File: config.mk
export PLATFORM = sky130hd
export DESIGN_NAME = pipe_hazard_ctrl_flat
export DESIGN_NICKNAME = d
export VERILOG_FILES = /design/src/rtl/pipe_hazard_ctrl_if.sv /design/src/rtl/pipe_hazard_ctrl.sv /design/src/flat_wrapper.sv
export SDC_FILE = /design/constraint.sdc
export NUM_CORES = 1
export LEC_CHECK = 0
export ABC_CLOCK_PERIOD_IN_PS = 3500
export CORE_ASPECT_RATIO = 0.9
export CORE_MARGIN = 2
export CORE_UTILIZATION = 40
export CTS_CLUSTER_SIZE = 8
export DETAILED_ROUTE_END_ITERATION = 7
export PLACE_DENSITY = 0.91
export SYNTH_ARGS = -nofsm -noshare
export SYNTH_HDL_FRONTEND = slang
export SYNTH_SLANG_ARGS = --single-unit
export TNS_END_PERCENT = 1
File: constraint.sdc
create_clock -name CLK -period 3.5 [get_ports CLK]
set_input_delay 0.35 -clock CLK [delete_from_list [all_inputs] [get_ports CLK]]
set_output_delay 0.35 -clock CLK [all_outputs]
set_load 0.03 [all_outputs]
File: src/rtl/pipe_hazard_ctrl_if.sv
// pipe_hazard_ctrl_if: hazard-unit bus between the pipeline datapath and the controller (HAZ_PERF_CNT_EN adds counter outputs)
interface pipe_hazard_ctrl_if;
  logic [3:0] RA1D, RA2D, RA1E, RA2E, WA3E, WA3M, WA3W;
  logic RegWriteM, RegWriteW, MemtoRegE, PCSrcD, PCSrcE, PCSrcM, BranchTakenE, MemReqM, MemReadyM;
  logic [1:0] ForwardAE, ForwardBE;
  logic StallF, StallD, StallE, StallM, FlushD, FlushE, FlushW, MemBusy, MemErr;
`ifdef HAZ_PERF_CNT_EN
  logic [31:0] StallCycles, FlushCount;
  modport master (
    output RA1D, RA2D, RA1E, RA2E, WA3E, WA3M, WA3W, RegWriteM, RegWriteW, MemtoRegE,
           PCSrcD, PCSrcE, PCSrcM, BranchTakenE, MemReqM, MemReadyM,
    input  ForwardAE, ForwardBE, StallF, StallD, StallE, StallM, FlushD, FlushE, FlushW,
           MemBusy, MemErr, StallCycles, FlushCount
  );
  modport slave (
    input  RA1D, RA2D, RA1E, RA2E, WA3E, WA3M, WA3W, RegWriteM, RegWriteW, MemtoRegE,
           PCSrcD, PCSrcE, PCSrcM, BranchTakenE, MemReqM, MemReadyM,
    output ForwardAE, ForwardBE, StallF, StallD, StallE, StallM, FlushD, FlushE, FlushW,
           MemBusy, MemErr, StallCycles, FlushCount
  );
`else
  modport master (
    output RA1D, RA2D, RA1E, RA2E, WA3E, WA3M, WA3W, RegWriteM, RegWriteW, MemtoRegE,
           PCSrcD, PCSrcE, PCSrcM, BranchTakenE, MemReqM, MemReadyM,
    input  ForwardAE, ForwardBE, StallF, StallD, StallE, StallM, FlushD, FlushE, FlushW,
           MemBusy, MemErr
  );
  modport slave (
    input  RA1D, RA2D, RA1E, RA2E, WA3E, WA3M, WA3W, RegWriteM, RegWriteW, MemtoRegE,
           PCSrcD, PCSrcE, PCSrcM, BranchTakenE, MemReqM, MemReadyM,
    output ForwardAE, ForwardBE, StallF, StallD, StallE, StallM, FlushD, FlushE, FlushW,
           MemBusy, MemErr
  );
`endif
endinterface

File: src/rtl/pipe_hazard_ctrl.sv
// pipe_hazard_ctrl: 5-stage ARM hazard unit with forwarding, load-use/branch control and a memory wait-state FSM
// HAZ_PERF_CNT_EN adds saturating StallCycles/FlushCount counters
module pipe_hazard_ctrl #(
  parameter int MEM_TIMEOUT = 15,
  parameter int TCNT_W      = 8
) (
  input logic          CLK,
  input logic          RST,
  pipe_hazard_ctrl_if.slave h
);
  typedef enum logic [1:0] {IDLE = 2'd0, WAIT = 2'd1} state_t;
  state_t            r_state, w_state_nxt;
  logic [TCNT_W-1:0] r_tcnt, w_tcnt_nxt;
  logic              r_err, w_err_nxt, w_mem_stall, w_ldr_stall, w_pc_pend;
  logic [1:0]        w_fwd_a, w_fwd_b;
  assign w_fwd_a = (h.RegWriteM && h.WA3M == h.RA1E && h.RA1E != 4'd15) ? 2'b10 :
                   (h.RegWriteW && h.WA3W == h.RA1E && h.RA1E != 4'd15) ? 2'b01 : 2'b00;
  assign w_fwd_b = (h.RegWriteM && h.WA3M == h.RA2E && h.RA2E != 4'd15) ? 2'b10 :
                   (h.RegWriteW && h.WA3W == h.RA2E && h.RA2E != 4'd15) ? 2'b01 : 2'b00;
  assign w_ldr_stall = h.MemtoRegE && (h.WA3E == h.RA1D || h.WA3E == h.RA2D);
  assign w_pc_pend   = h.PCSrcD | h.PCSrcE | h.PCSrcM;
  // Ready beats timeout in the same cycle, so an access completing on the last allowed cycle is not an error
  always_comb begin
    w_state_nxt = r_state;
    w_tcnt_nxt  = r_tcnt;
    w_err_nxt   = r_err;
    w_mem_stall = 1'b0;
    if (r_state == IDLE) begin
      w_mem_stall = h.MemReqM && !h.MemReadyM;
      if (w_mem_stall) begin
        w_state_nxt = WAIT;
        w_tcnt_nxt  = TCNT_W'(1);
      end
    end else if (h.MemReadyM) begin
      w_state_nxt = IDLE;
      w_tcnt_nxt  = '0;
    end else if (r_tcnt == TCNT_W'(MEM_TIMEOUT)) begin
      w_state_nxt = IDLE;
      w_tcnt_nxt  = '0;
      w_err_nxt   = 1'b1;
    end else begin
      w_mem_stall = 1'b1;
      w_tcnt_nxt  = r_tcnt + TCNT_W'(1);
    end
  end
  always_ff @(posedge CLK) begin
    if (RST) begin
      r_state <= IDLE;
      r_tcnt  <= '0;
      r_err   <= 1'b0;
    end else begin
      r_state <= w_state_nxt;
      r_tcnt  <= w_tcnt_nxt;
      r_err   <= w_err_nxt;
    end
  end
  // A memory freeze holds every stage; load-use and branch decisions wait until release
  always_comb begin
    h.StallF = 1'b0;
    h.StallD = 1'b0;
    h.StallE = 1'b0;
    h.StallM = 1'b0;
    h.FlushD = 1'b0;
    h.FlushE = 1'b0;
    h.FlushW = 1'b0;
    if (RST) begin
      h.FlushD = 1'b1;
      h.FlushE = 1'b1;
      h.FlushW = 1'b1;
    end else if (w_mem_stall) begin
      h.StallF = 1'b1;
      h.StallD = 1'b1;
      h.StallE = 1'b1;
      h.StallM = 1'b1;
      h.FlushW = 1'b1;
    end else if (w_ldr_stall) begin
      h.StallF = 1'b1;
      h.StallD = 1'b1;
      h.FlushE = 1'b1;
      h.FlushD = h.BranchTakenE;
    end else begin
      h.StallF = w_pc_pend;
      h.FlushD = w_pc_pend | h.BranchTakenE;
      h.FlushE = h.BranchTakenE;
    end
  end
  assign h.ForwardAE = RST ? 2'b00 : w_fwd_a;
  assign h.ForwardBE = RST ? 2'b00 : w_fwd_b;
  assign h.MemBusy   = !RST && r_state == WAIT;
  assign h.MemErr    = r_err;
`ifdef HAZ_PERF_CNT_EN
  logic [31:0] r_stall_cnt, r_flush_cnt;
  always_ff @(posedge CLK) begin
    if (RST) begin
      r_stall_cnt <= '0;
      r_flush_cnt <= '0;
    end else begin
      if (h.StallF && r_stall_cnt != '1) r_stall_cnt <= r_stall_cnt + 32'd1;
      if (h.FlushE && r_flush_cnt != '1) r_flush_cnt <= r_flush_cnt + 32'd1;
    end
  end
  assign h.StallCycles = r_stall_cnt;
  assign h.FlushCount  = r_flush_cnt;
`endif
endmodule

File: src/flat_wrapper.sv
// flat-port wrapper written by rule: the top's interface ports become plain ports
module pipe_hazard_ctrl_flat 
#(
  parameter int MEM_TIMEOUT = 15,
  parameter int TCNT_W      = 8
)
  (CLK, RST, h_RA1D, h_RA2D, h_RA1E, h_RA2E, h_WA3E, h_WA3M, h_WA3W, h_RegWriteM, h_RegWriteW, h_MemtoRegE, h_PCSrcD, h_PCSrcE, h_PCSrcM, h_BranchTakenE, h_MemReqM, h_MemReadyM, h_ForwardAE, h_ForwardBE, h_StallF, h_StallD, h_StallE, h_StallM, h_FlushD, h_FlushE, h_FlushW, h_MemBusy, h_MemErr);
  pipe_hazard_ctrl_if h_i ();
  input logic CLK;
  input logic RST;
  input wire logic [$bits(h_i.RA1D)-1:0] h_RA1D;
  input wire logic [$bits(h_i.RA2D)-1:0] h_RA2D;
  input wire logic [$bits(h_i.RA1E)-1:0] h_RA1E;
  input wire logic [$bits(h_i.RA2E)-1:0] h_RA2E;
  input wire logic [$bits(h_i.WA3E)-1:0] h_WA3E;
  input wire logic [$bits(h_i.WA3M)-1:0] h_WA3M;
  input wire logic [$bits(h_i.WA3W)-1:0] h_WA3W;
  input wire logic [$bits(h_i.RegWriteM)-1:0] h_RegWriteM;
  input wire logic [$bits(h_i.RegWriteW)-1:0] h_RegWriteW;
  input wire logic [$bits(h_i.MemtoRegE)-1:0] h_MemtoRegE;
  input wire logic [$bits(h_i.PCSrcD)-1:0] h_PCSrcD;
  input wire logic [$bits(h_i.PCSrcE)-1:0] h_PCSrcE;
  input wire logic [$bits(h_i.PCSrcM)-1:0] h_PCSrcM;
  input wire logic [$bits(h_i.BranchTakenE)-1:0] h_BranchTakenE;
  input wire logic [$bits(h_i.MemReqM)-1:0] h_MemReqM;
  input wire logic [$bits(h_i.MemReadyM)-1:0] h_MemReadyM;
  output wire logic [$bits(h_i.ForwardAE)-1:0] h_ForwardAE;
  output wire logic [$bits(h_i.ForwardBE)-1:0] h_ForwardBE;
  output wire logic [$bits(h_i.StallF)-1:0] h_StallF;
  output wire logic [$bits(h_i.StallD)-1:0] h_StallD;
  output wire logic [$bits(h_i.StallE)-1:0] h_StallE;
  output wire logic [$bits(h_i.StallM)-1:0] h_StallM;
  output wire logic [$bits(h_i.FlushD)-1:0] h_FlushD;
  output wire logic [$bits(h_i.FlushE)-1:0] h_FlushE;
  output wire logic [$bits(h_i.FlushW)-1:0] h_FlushW;
  output wire logic [$bits(h_i.MemBusy)-1:0] h_MemBusy;
  output wire logic [$bits(h_i.MemErr)-1:0] h_MemErr;
  assign h_i.RA1D = h_RA1D;
  assign h_i.RA2D = h_RA2D;
  assign h_i.RA1E = h_RA1E;
  assign h_i.RA2E = h_RA2E;
  assign h_i.WA3E = h_WA3E;
  assign h_i.WA3M = h_WA3M;
  assign h_i.WA3W = h_WA3W;
  assign h_i.RegWriteM = h_RegWriteM;
  assign h_i.RegWriteW = h_RegWriteW;
  assign h_i.MemtoRegE = h_MemtoRegE;
  assign h_i.PCSrcD = h_PCSrcD;
  assign h_i.PCSrcE = h_PCSrcE;
  assign h_i.PCSrcM = h_PCSrcM;
  assign h_i.BranchTakenE = h_BranchTakenE;
  assign h_i.MemReqM = h_MemReqM;
  assign h_i.MemReadyM = h_MemReadyM;
  assign h_ForwardAE = h_i.ForwardAE;
  assign h_ForwardBE = h_i.ForwardBE;
  assign h_StallF = h_i.StallF;
  assign h_StallD = h_i.StallD;
  assign h_StallE = h_i.StallE;
  assign h_StallM = h_i.StallM;
  assign h_FlushD = h_i.FlushD;
  assign h_FlushE = h_i.FlushE;
  assign h_FlushW = h_i.FlushW;
  assign h_MemBusy = h_i.MemBusy;
  assign h_MemErr = h_i.MemErr;
  pipe_hazard_ctrl #(.MEM_TIMEOUT(MEM_TIMEOUT), .TCNT_W(TCNT_W)) u_core (.CLK(CLK), .RST(RST), .h(h_i));
endmodule
==> impl_results.md, run 1 <==
- Status: complete, no violations
- Largest net degree at the start of global routing: 20
- Count of clock tree sinks: 10
- CTS tree: yes
- CTS max path bufs: 2
- Die Ht: 49.3 um
- MaxCap Viol Count: 0
- FF-to-FF End: u_core.r_tcnt[5]
- Vias in the first global route: 1036
- Post-synth EDFFs: 0
- CP Class: in -> out
- Synth Flop Type: dfxtp_1
- Crit end category: primary output
- I/O pin count: 52
- Site Rows: 16
- Worst Tran Pin Value: 0.387 ns
- Finished Cell Area: 0.00148 mm^2
- Layout Skew: 0.00277 ns
- Layout net count: 209
- First-pass GRT wire length: 4130 um
- Worst setup margin: 0.636 ns
- Register area share after synthesis: 21.9%
- Initial Utilization: 42.2%
- CTS Root Cell: clkbuf_4
- Yosys top cell area share: 21.9%
- Pre-CTS setup slack: 0.636 ns
- Worst-skew pair later-pin latency: 0.27 ns
- Share of cells above drive strength 1: 5.95%
- Die area: 0.00268 mm^2
- P&R area growth vs syn: 62.3%
- Critical path cell sequence: clkdlybuf4s50_1 -> xor2_1 -> nor4_1 -> o21ai_0 -> a31oi_1 -> clkdlybuf4s50_1
- Final ANT Viol Nets: 0
- Ranking of synthesized cells by area: dfxtp_1 22%, xor2_1 19%, nor2_1 6.2%
- Tot GR Track Use: 20.2%
- Post-CTS setup buffers: 0
- Syn Std Cell Area: 912 um^2
- Cell Pwr Density: 236 mW/mm^2
- Setup Total Neg Slack: 0 ns
- WL final: 2460 um
- Max VDD drop: 0.240 mV
- Min Tclk post-route: 2.86 ns
- Synth warn: 0
- Iteration-0 DRC Markers: 32
- Post-CTS sizing: 0
- CP Capture Point: h_StallF
- Vias/cell: 5.39
- Largest stage delay on the critical path: 0.69 ns
- Critical Path AT: 2.51 ns
- Number of synthesized register bits: 10
- Reg2Reg Setup Slack: 1.93 ns
- Max Freq: 0.349 GHz
- Final setup viols: 0
- Via count: 1052
- H-tree levels: 1
- DRT Pass-1 Iters: 4
- Placed instance area: 0.00144 mm^2
- Reg2reg start: u_core.r_tcnt[0]
- WL per Instance: 12.6 um
- Min-Delay Path Class: reg -> reg
- Count of unique library cells instantiated by Yosys: 36
- # DRC: 0
- Most used cell along the critical path: clkdlybuf4s50_1
- Rel. slew slack: 73.9%
- Clock Pin Slew Worst Setup and Hold Paths: 0.07 ns
- CP Data Required Time: 3.15 ns
- Final slew viol count: 0
- Core area: 0.00216 mm^2
- Post-synth ARST share: 0%
- Diodes inserted: 0
- Hold Violations, Final: 0
- Number of hold buffers added after cts: 0
- IO Port Bufs: 51
- Die X: 54.3 um
- Placer Congestion: 0.754
- Worst setup path start: h_WA3E[3]
- R2R depth: 5
- Synth Instances: 116
- Fin crit share: 81.8%
- Worst setup SP type: primary input
- CTS Buf Count: 3
- Placed wire-length estimate: 2060 um
- Syn Area/Cell: 7.86 um^2
- Grt ovf: 0
- Largest area contributor in the netlist: dfxtp_1
- Initial antenna violation count: 0
- RSZ-0062 raised after global routing: no
- Leak: 0.543 nW
- Slowest CP cell: clkdlybuf4s50_1
- Crit path max fanout: 3
- Syn_nets: 156
per-stage QoR:
step | hold slack (ns) | utilization (%) | total power (W) | cells
global route | 0.504 | 68.5 | 0.000368 | 195
finish | 0.494 | 68.5 | 0.000349 | 195
CTS | 0.491 | 68.5 | 0.000351 | 195
detailed placement | 0.472 | 66.8 | 0.000244 | 191
global placement | 0.458 | 66.8 | 0.000241 | 191
floorplan | 0.452 | - | 0.000173 | 116
per-layer routing:
| layer | wire, um | track usage [%] |
|---|---|---|
| met1 | 1000 | 22.8 |
| met2 | 1250 | 35.9 |
| met3 | 189 | 4.91 |
| met4 | 25 | 6.25 |
| met5 | 0 | 0 |
how the worst min path moves through the flow:
stage	start	endpoint	slack, ns	depth (start not counted)
6_report	u_core.h.MemErr	u_core.h.MemErr	0.49	2
5_1_grt	u_core.h.MemErr	u_core.h.MemErr	0.50	2
4_1_cts	u_core.h.MemErr	u_core.h.MemErr	0.49	2
3_5_place_dp	u_core.h.MemErr	u_core.h.MemErr	0.47	2
3_3_place_gp	u_core.h.MemErr	u_core.h.MemErr	0.46	2
2_1_floorplan	u_core.r_tcnt[3]	u_core.r_tcnt[3]	0.45	1
cell usage after synthesis, types with 2 or more instances:
master / n
nor3_1: 2
nor4_1: 4
and3_1: 2
a31oi_1: 5
nand2b_1: 3
nor2_1: 15
a211oi_2: 2
a22oi_1: 2
o21ai_0: 5
nor2b_1: 3
clkbuf_1: 2
dfxtp_1: 10
nand2_1: 6
a21oi_1: 5
o2111ai_1: 2
xor2_1: 20
nand3_1: 6
xnor2_1: 3
or4b_1: 2
placed cells by master, fill, tap and decap left out, types with 2 or more instances in the layout:
| cell | instances |
|---|---|
| a211oi_2 | 2 |
| a21oi_1 | 5 |
| a22oi_1 | 2 |
| a31oi_1 | 5 |
| and3_1 | 2 |
| clkbuf_4 | 3 |
| clkdlybuf4s50_1 | 51 |
| dfxtp_1 | 10 |
| nand2_1 | 6 |
| nand2b_1 | 3 |
| nand3_1 | 6 |
| nor2_1 | 15 |
| nor2b_1 | 3 |
| nor3_1 | 2 |
| nor4_1 | 4 |
| o2111ai_1 | 2 |
| o21ai_0 | 5 |
| or4b_1 | 2 |
| xnor2_1 | 3 |
| xor2_1 | 20 |
cell type report:
cell class / count / area [um^2]
multi-input cells: 101 / 688
repair buffers: 52 / 518
flip-flops and latches: 10 / 200
clock buffers: 4 / 36.3
inverters: 1 / 3.75
fillers: 154 / 682
well taps: 27 / 33.8
cells by family after synthesis:
group	count (synthesis)	share of synthesized area [%]
and+or+nand+nor	48	29.6
AOI/OAI and AO/OA	29	22.4
xor gates and xnor gates	23	22.1
DFF	10	21.9
buffers and inverters	5	2.61
adders and majority gates	1	1.37
state kept, by name, summed over array words and instances (netlist names):
name and flops:
u_core.r_tcnt 8, u_core.h.MemErr 1, u_core.r_state 1
worst max-delay path: cells and delay by family:
kind / cells / cell delay (ns)
AOI/OAI and AO/OA: 2 / 0.45
xor gates and xnor gates: 1 / 0.18
buffers and inverters: 2 / 1.14
and+or+nand+nor: 1 / 0.40
power by group:
part / switching [W] / total (W) / internal (W)
logic: 0.0000546 / 0.000124 / 0.0000690
registers: 0.00000267 / 0.000118 / 0.000115
clock network: 0.0000443 / 0.000108 / 0.0000633
Note: power is estimated with default switching activity, not from simulation.
==> run 2, diff against run 1 <==
Settings changed: ABC_CLOCK_PERIOD_IN_PS 3500 to 2300, CORE_UTILIZATION 40 to 34, PLACE_DENSITY 0.91 to 0.83.
Clock period 3.5 ns to 2.3 ns, I/O delays scaled along.
==> impl_results.md, run 2 (synthesis results as in run 1) <==
- Hold Violations, Final: 0 (unchanged)
- CTS max path bufs: 2 (unchanged)
- Initial antenna violation count: 0 (unchanged)
- Commonest non-fill, non-tap cell in the layout: clkdlybuf4s50_1 (unchanged)
- IO Port Bufs: 51 (unchanged)
- Clock Pin Slew Worst Setup and Hold Paths: 0.06 ns (was 0.07 ns)
- Max Freq: 0.456 GHz
- Die area: 0.00311 mm^2 (was 0.00268 mm^2)
- HP Start: u_core.h.MemErr (unchanged)
- CTS Buf Count: 3 (unchanged)
- Final slew viol count: 0 (unchanged)
- Die X: 58.6 um (was 54.3 um)
- Tot Pwr: 0.000487 W (was 0.000349 W)
- Share of cells above drive strength 1: 11.8% (was 5.95%)
- Final setup viols: 0 (unchanged)
- DRT Pass-1 Iters: 4 (unchanged)
- First-pass GRT wire length: 4510 um (was 4130 um)
- Setup Total Neg Slack: 0 ns (unchanged)
- Placed wire-length estimate: 2250 um (was 2060 um)
- Max VDD drop: 0.161 mV (was 0.240 mV)
- Worst Tran Pin Value: 0.381 ns (was 0.387 ns)
- Vias/cell: 5.43 (was 5.39)
- Min-Delay Path Class: reg -> reg (unchanged)
- Iteration-0 DRC Markers: 33 (was 32)
- Layout net count: 212 (was 209)
- Die Ht: 53.1 um (was 49.3 um)
- Min Tclk post-route: 2.19 ns
- WL final: 2600 um (was 2460 um)
- Worst-skew pair later-pin latency: 0.27 ns (about the same)
- RSZ-0062 raised after global routing: no (unchanged)
- Largest net degree at the start of global routing: 11 (was 20)
- Finished Cell Area: 0.00146 mm^2 (was 0.00148 mm^2)
- CP Class: in -> out (unchanged)
- Crit path max fanout: 4 (was 3)
- Top Layer Used: met4 (unchanged)
- Initial Utilization: 36.3% (was 42.2%)
- CP Data Required Time: 2.07 ns (was 3.15 ns)
- Final ANT Viol Nets: 0 (unchanged)
- Grt ovf: 0 (unchanged)
- Reg2reg start: u_core.r_tcnt[0] (unchanged)
- # DRC: 0 (unchanged)
- CTS Root Cell: clkbuf_4 (unchanged)
- Count of clock tree sinks: 10 (unchanged)
- Vias in the first global route: 1071 (was 1036)
- Core area: 0.00251 mm^2 (was 0.00216 mm^2)
- Via count: 1076 (was 1052)
- Rel. slew slack: 74.5% (was 73.9%)
- Placer Congestion: 0.811 (was 0.754)
- Leak: 0.560 nW (was 0.543 nW)
- Biggest register: u_core.r_tcnt (unchanged)
- Status: complete, no violations (unchanged)
- Met1 wire length: 1100 um (was 1000 um)
- WL per Instance: 13.1 um (was 12.6 um)
- Worst setup SP type: primary input (unchanged)
- I/O pin count: 52 (unchanged)
- Final Util: 58.3% (was 68.5%)
- Reg2Reg Setup Slack: 0.71 ns (was 1.93 ns)
- Commonest non-fill, non-tap cells in the layout: 42 x clkdlybuf4s50_1, 20 x xor2_1, 15 x nor2_1 (was 51 x clkdlybuf4s50_1, 20 x xor2_1, 15 x nor2_1)
- Number of flip-flops under the largest register name: 8 (unchanged)
- P&R area growth vs syn: 60.5% (was 62.3%)
- Placed instance area: 0.00145 mm^2 (was 0.00144 mm^2)
- Critical Path AT: 1.96 ns (was 2.51 ns)
- R2R depth: 5 (unchanged)
- Hold Path Depth: 2 (unchanged)
- Site Rows: 17 (was 16)
- Post-CTS setup buffers: 0 (unchanged)
- MaxCap Viol Count: 0 (unchanged)
- Worst hold endpoint: u_core.h.MemErr (unchanged)
- Fin crit share: 95.4%
- Tot GR Track Use: 18.9% (was 20.2%)
- FF-to-FF End: u_core.r_tcnt[5] (unchanged)
- Cell Pwr Density: 332 mW/mm^2 (was 236 mW/mm^2)
- Met2 WL post-DR: 1310 um (was 1250 um)
- H-tree levels: 1 (unchanged)
- CTS tree: yes (unchanged)
- Crit end category: primary output (unchanged)
- Diodes inserted: 0 (unchanged)
- Met3 routed WL: 172 um (was 189 um)
- Layout Skew: 0.00442 ns (was 0.00277 ns)
run 2: layout make-up:
| class | count | area (um^2) |
|---|---|---|
| Fill cell | 223 | 1050 |
| Multi-Input combinational cell | 101 | 688 |
| Inverter | 1 | 3.75 |
| Tap cell | 28 | 35.0 |
| Timing Repair Buffer | 55 | 514 |
| Clock buffer | 3 | 22.5 |
| Sequential cell | 10 | 200 |
run 2: what timing repair did:
| item | CTS | global route |
|---|---|---|
| pin swaps | 0 | 0 |
| resized for setup | 3 | 4 |
| hold buffers | 0 | 0 |
| gates cloned | 0 | 0 |
| setup endpoints to repair | 3 | 2 |
run 2: critical path, cell delays in order:
cell	delay, ns
clkdlybuf4s50_1	0.49
xor2_1	0.19
nor2_1	0.09
o2111ai_1	0.13
nor2_1	0.14
clkdlybuf4s50_1	0.68
run 2: report_power, final:
group | internal [W] | leakage (nW) | switching, W | total [W]
Combinational | 0.000104 | 0.466 | 0.0000858 | 0.000189
Sequential | 0.000176 | 0.0809 | 0.00000263 | 0.000178
Clock | 0.0000605 | 0.0138 | 0.0000586 | 0.000119
run 2: worst max path at each step:
stage,slack (ns),startpoint,endpoint,depth (start not counted)
CTS,0.08,u_core.r_tcnt[0],h_StallE,5
global placement,0.12,h_RA1E[0],h_ForwardAE[1],6
floorplan,0.23,u_core.r_tcnt[0],h_FlushD,5
finish,0.11,h_RA1E[0],h_ForwardAE[1],6
detailed placement,0.08,u_core.r_tcnt[0],h_StallE,5
global route,0.008,h_RA1E[2],h_ForwardAE[1],6
run 2: stage by stage:
stage	setup WS, ns	hold WS [ns]	std cells
finish	0.105	0.490	198
global route	0.00831	0.526	198
CTS	0.0765	0.495	198
detailed placement	0.0800	0.482	195
global placement	0.117	0.456	195
floorplan	0.231	0.452	116
run 2: metal layers:
layer	GRT usage, %	vias up
met2	32.0	37
met3	6.36	4
met4	6.44	0
met1	22.4	501
met5	0	-
li1	-	534
==> run 3, diff against run 2 <==
Settings changed: ABC_AREA set to 1, CORE_UTILIZATION 34 to 36, CTS_CLUSTER_DIAMETER set to 40, PLACE_DENSITY 0.83 to 0.84.
==> impl_results.md, run 3 <==
- Status: complete, no violations (unchanged)
- Hold Path Depth: 2 (unchanged)
- I/O pin count: 52 (unchanged)
- Max VDD drop: 0.253 mV (was 0.161 mV)
- CP Data Required Time: 2.07 ns (about the same)
- WL final: 2700 um (was 2600 um)
- Sw Pwr: 0.000172 W (was 0.000147 W)
- Rel. slew slack: 74.3% (was 74.5%)
- MaxCap Viol Count: 0 (unchanged)
- Count leader, synth: nand2_1 (was xor2_1)
- Clock power share: 29.5% (was 24.5%)
- Commonest non-fill, non-tap cell in the layout: nand2_1 (was clkdlybuf4s50_1)
- IO Port Bufs: 51 (unchanged)
- H-tree levels: 1 (unchanged)
- Largest area contributor in the netlist: nand2_1 (was dfxtp_1)
- Placed wire-length estimate: 2290 um (was 2250 um)
- Tot GR Track Use: 17.8% (was 18.9%)
- Combinational share of power: 37.8% (was 38.9%)
- Critical Path AT: 1.94 ns (was 1.96 ns)
- RSZ-0062 raised after global routing: no (unchanged)
- Count of unique library cells instantiated by Yosys: 29 (was 36)
- Setup Total Neg Slack: 0 ns (unchanged)
- Initial antenna violation count: 0 (unchanged)
- Core area: 0.00273 mm^2 (was 0.00251 mm^2)
- CTS Buf Count: 3 (unchanged)
- FF/Latch Area: 200 um^2 (unchanged)
- Largest net degree at the start of global routing: 9 (was 11)
- Biggest register: u_core.r_tcnt (unchanged)
- DRT Pass-1 Iters: 4 (unchanged)
- Final setup viols: 0 (unchanged)
- Layout net count: 276 (was 212)
- CTS tree: yes (unchanged)
- Post-CTS setup buffers: 0 (unchanged)
- Site Rows: 18 (was 17)
- Most frequent cells after synthesis: 55 x nand2_1, 29 x inv_1, 19 x nor2_1 (was 20 x xor2_1, 15 x nor2_1, 10 x dfxtp_1)
- # DRC: 0 (unchanged)
- Filler cells: 287 (was 223)
- Crit end category: primary output (unchanged)
- R2R depth: 7 (was 5)
- Critical path cell sequence: ha_2 -> nand3_2 -> nor2_4 -> nor2_4 -> nor2_4 -> nand2_1 -> nand2_1 -> nand2_1 -> dlygate4sd2_1 (was clkdlybuf4s50_1 -> xor2_1 -> nor2_1 -> o2111ai_1 -> nor2_1 -> clkdlybuf4s50_1)
- Number of synthesized register bits: 10 (unchanged)
- Switching Share: 31.3% (was 30.2%)
- Post-synth ARST share: 0% (unchanged)
- Vias in the first global route: 1132 (was 1071)
- Synth Instances: 178 (was 116)
- Final Util: 59.3% (was 58.3%)
- Area of the multi-input gates: 691 um^2 (was 688 um^2)
- Final ANT Viol Nets: 0 (unchanged)
- Pre-CTS setup slack: 0.0376 ns (was 0.0800 ns)
- Vias/cell: 4.59 (was 5.43)
- Worst-skew pair later-pin latency: 0.27 ns (about the same)
- Min-Delay Path Class: reg -> reg (unchanged)
- Register area share after synthesis: 19.7% (was 21.9%)
- Int Power: 0.000378 W (was 0.000340 W)
- Clock Pin Slew Worst Setup and Hold Paths: 0.07 ns (was 0.06 ns)
- Share of cells above drive strength 1: 10.2% (was 11.8%)
- Commonest non-fill, non-tap cells in the layout: 55 x nand2_1, 41 x clkdlybuf4s50_1, 29 x inv_1 (was 42 x clkdlybuf4s50_1, 20 x xor2_1, 15 x nor2_1)
- Die area: 0.00326 mm^2 (was 0.00311 mm^2)
- Synth warn: 0 (unchanged)
- Iteration-0 DRC Markers: 43 (was 33)
- Worst Tran Pin Value: 0.386 ns (was 0.381 ns)
- Min Tclk post-route: 2.17 ns (was 2.19 ns)
- Synth Flop Type: dfxtp_1 (unchanged)
- Syn Std Cell Area: 0.00102 mm^2 (was 912 um^2)
- CTS Root Cell: clkbuf_4 (unchanged)
- Slowest CP cell: dfxtp_1 (was clkdlybuf4s50_1)
- CTS max path bufs: 2 (unchanged)
- Layout Skew: 0.00205 ns (was 0.00442 ns)
- First-pass GRT wire length: 4470 um (was 4510 um)
- Placer Congestion: 0.819 (was 0.811)
- Worst setup SP type: flop (was primary input)
- P&R area growth vs syn: 59.0% (was 60.5%)
- Largest stage delay on the critical path: 0.40 ns (was 0.68 ns)
- Fin crit share: 94.3% (was 95.4%)
- Die X: 60.0 um (was 58.6 um)
- Post-synth EDFFs: 0 (unchanged)
- Final slew viol count: 0 (unchanged)
- Cell Pwr Density: 341 mW/mm^2 (was 332 mW/mm^2)
- Number of hold buffers added after cts: 0 (unchanged)
- WL per Instance: 9.83 um (was 13.1 um)
- CP Class: reg -> out (was in -> out)
- Max Freq: 0.461 GHz (was 0.456 GHz)
- Diodes inserted: 0 (unchanged)
- Hold Violations, Final: 0 (unchanged)
- Yosys top cell area share: 20.3% (was 21.9%)
- Worst setup margin: 0.130 ns (was 0.105 ns)
- Grt ovf: 0 (unchanged)
- Syn Area/Cell: 5.71 um^2 (was 7.86 um^2)
- Tot Pwr: 0.000550 W (was 0.000487 W)
- Initial Utilization: 37.3% (was 36.3%)
- Die Ht: 54.4 um (was 53.1 um)
- Leak: 0.772 nW (was 0.560 nW)
- Crit path max fanout: 4 (unchanged)
- Count of clock tree sinks: 10 (unchanged)
- Number of flip-flops under the largest register name: 8 (unchanged)
- Post-CTS sizing: 7 (was 3)
- Via count: 1263 (was 1076)
- Hold slack: 0.489 ns (was 0.490 ns)
- Syn_nets: 218 (was 156)
- Sequential share of power: 32.7% (was 36.6%)
- Ranking of synthesized cells by area: nand2_1 20%, dfxtp_1 20%, inv_1 11% (was dfxtp_1 22%, xor2_1 19%, nor2_1 6.2%)
-- run 3: cell count changes after synthesis, sizes merged, moves of 6 or more --
cell and change:
nand2 +49, inv +30, xor2 -15, a21oi +11, nor2 +10, nand4 +6
-- run 3: worst paths after layout --
| check | startpoint | endpoint | slack (ns) |
|---|---|---|---|
| setup / recovery | u_core.r_tcnt[0] | h_StallF | 0.13 |
| hold / removal | u_core.r_tcnt[7] | u_core.r_tcnt[7] | 0.49 |
| setup reg to reg | u_core.r_tcnt[0] | u_core.r_tcnt[4] | 0.91 |
| hold reg to reg | u_core.r_tcnt[7] | u_core.r_tcnt[7] | 0.49 |
-- run 3: kinds of logic after synthesis --
family,share of synthesized area (%)
XOR/XNOR,6.03
flip-flops,19.7
buffers and inverters,12.6
AND/OR/NAND/NOR,44.2
AO/OA/AOI/OAI,16.3
adder cells (fa/ha/maj),1.23
-- run 3: power by group through the flow --
stage / combinational, W / clock [W] / sequential (W)
6_report: 0.000208 / 0.000162 / 0.000180
5_1_grt: 0.000231 / 0.000175 / 0.000180
4_1_cts: 0.000210 / 0.000168 / 0.000180
3_5_place_dp: 0.000216 / 0 / 0.000184
3_3_place_gp: 0.000214 / 0 / 0.000183
2_1_floorplan: 0.000102 / 0 / 0.000183
-- run 3: per-stage QoR --
stage,cells,area [um^2]
floorplan,178,1020
global placement,271,1590
detailed placement,271,1590
CTS,275,1620
global route,275,1620
finish,275,1620
-- run 3: worst max-delay path, delay by kind of cell (launching register included) --
kind          cells  cell delay [ns]
flops             1             0.40
simple gates      7             0.66
fa+ha+maj         1             0.25
buf+inv           1             0.34
-- run 3: cell type report --
type                    count  area share, %
inverters                  31           7.20
repair buffers             55           32.3
clock buffers               4           2.25
well taps                  40           3.10
flip-flops and latches     10           12.4
multi-input cells         135           42.8
-- run 3: routing by layer --
| metal | routed length (um) | vias up | global-route usage (%) |
|---|---|---|---|
| li1 | - | 684 | - |
| met1 | 1300 | 534 | 22.8 |
| met2 | 1200 | 40 | 30.3 |
| met3 | 170 | 5 | 3.78 |
| met4 | 36 | 0 | 4.81 |
| met5 | 0 | - | 0 |
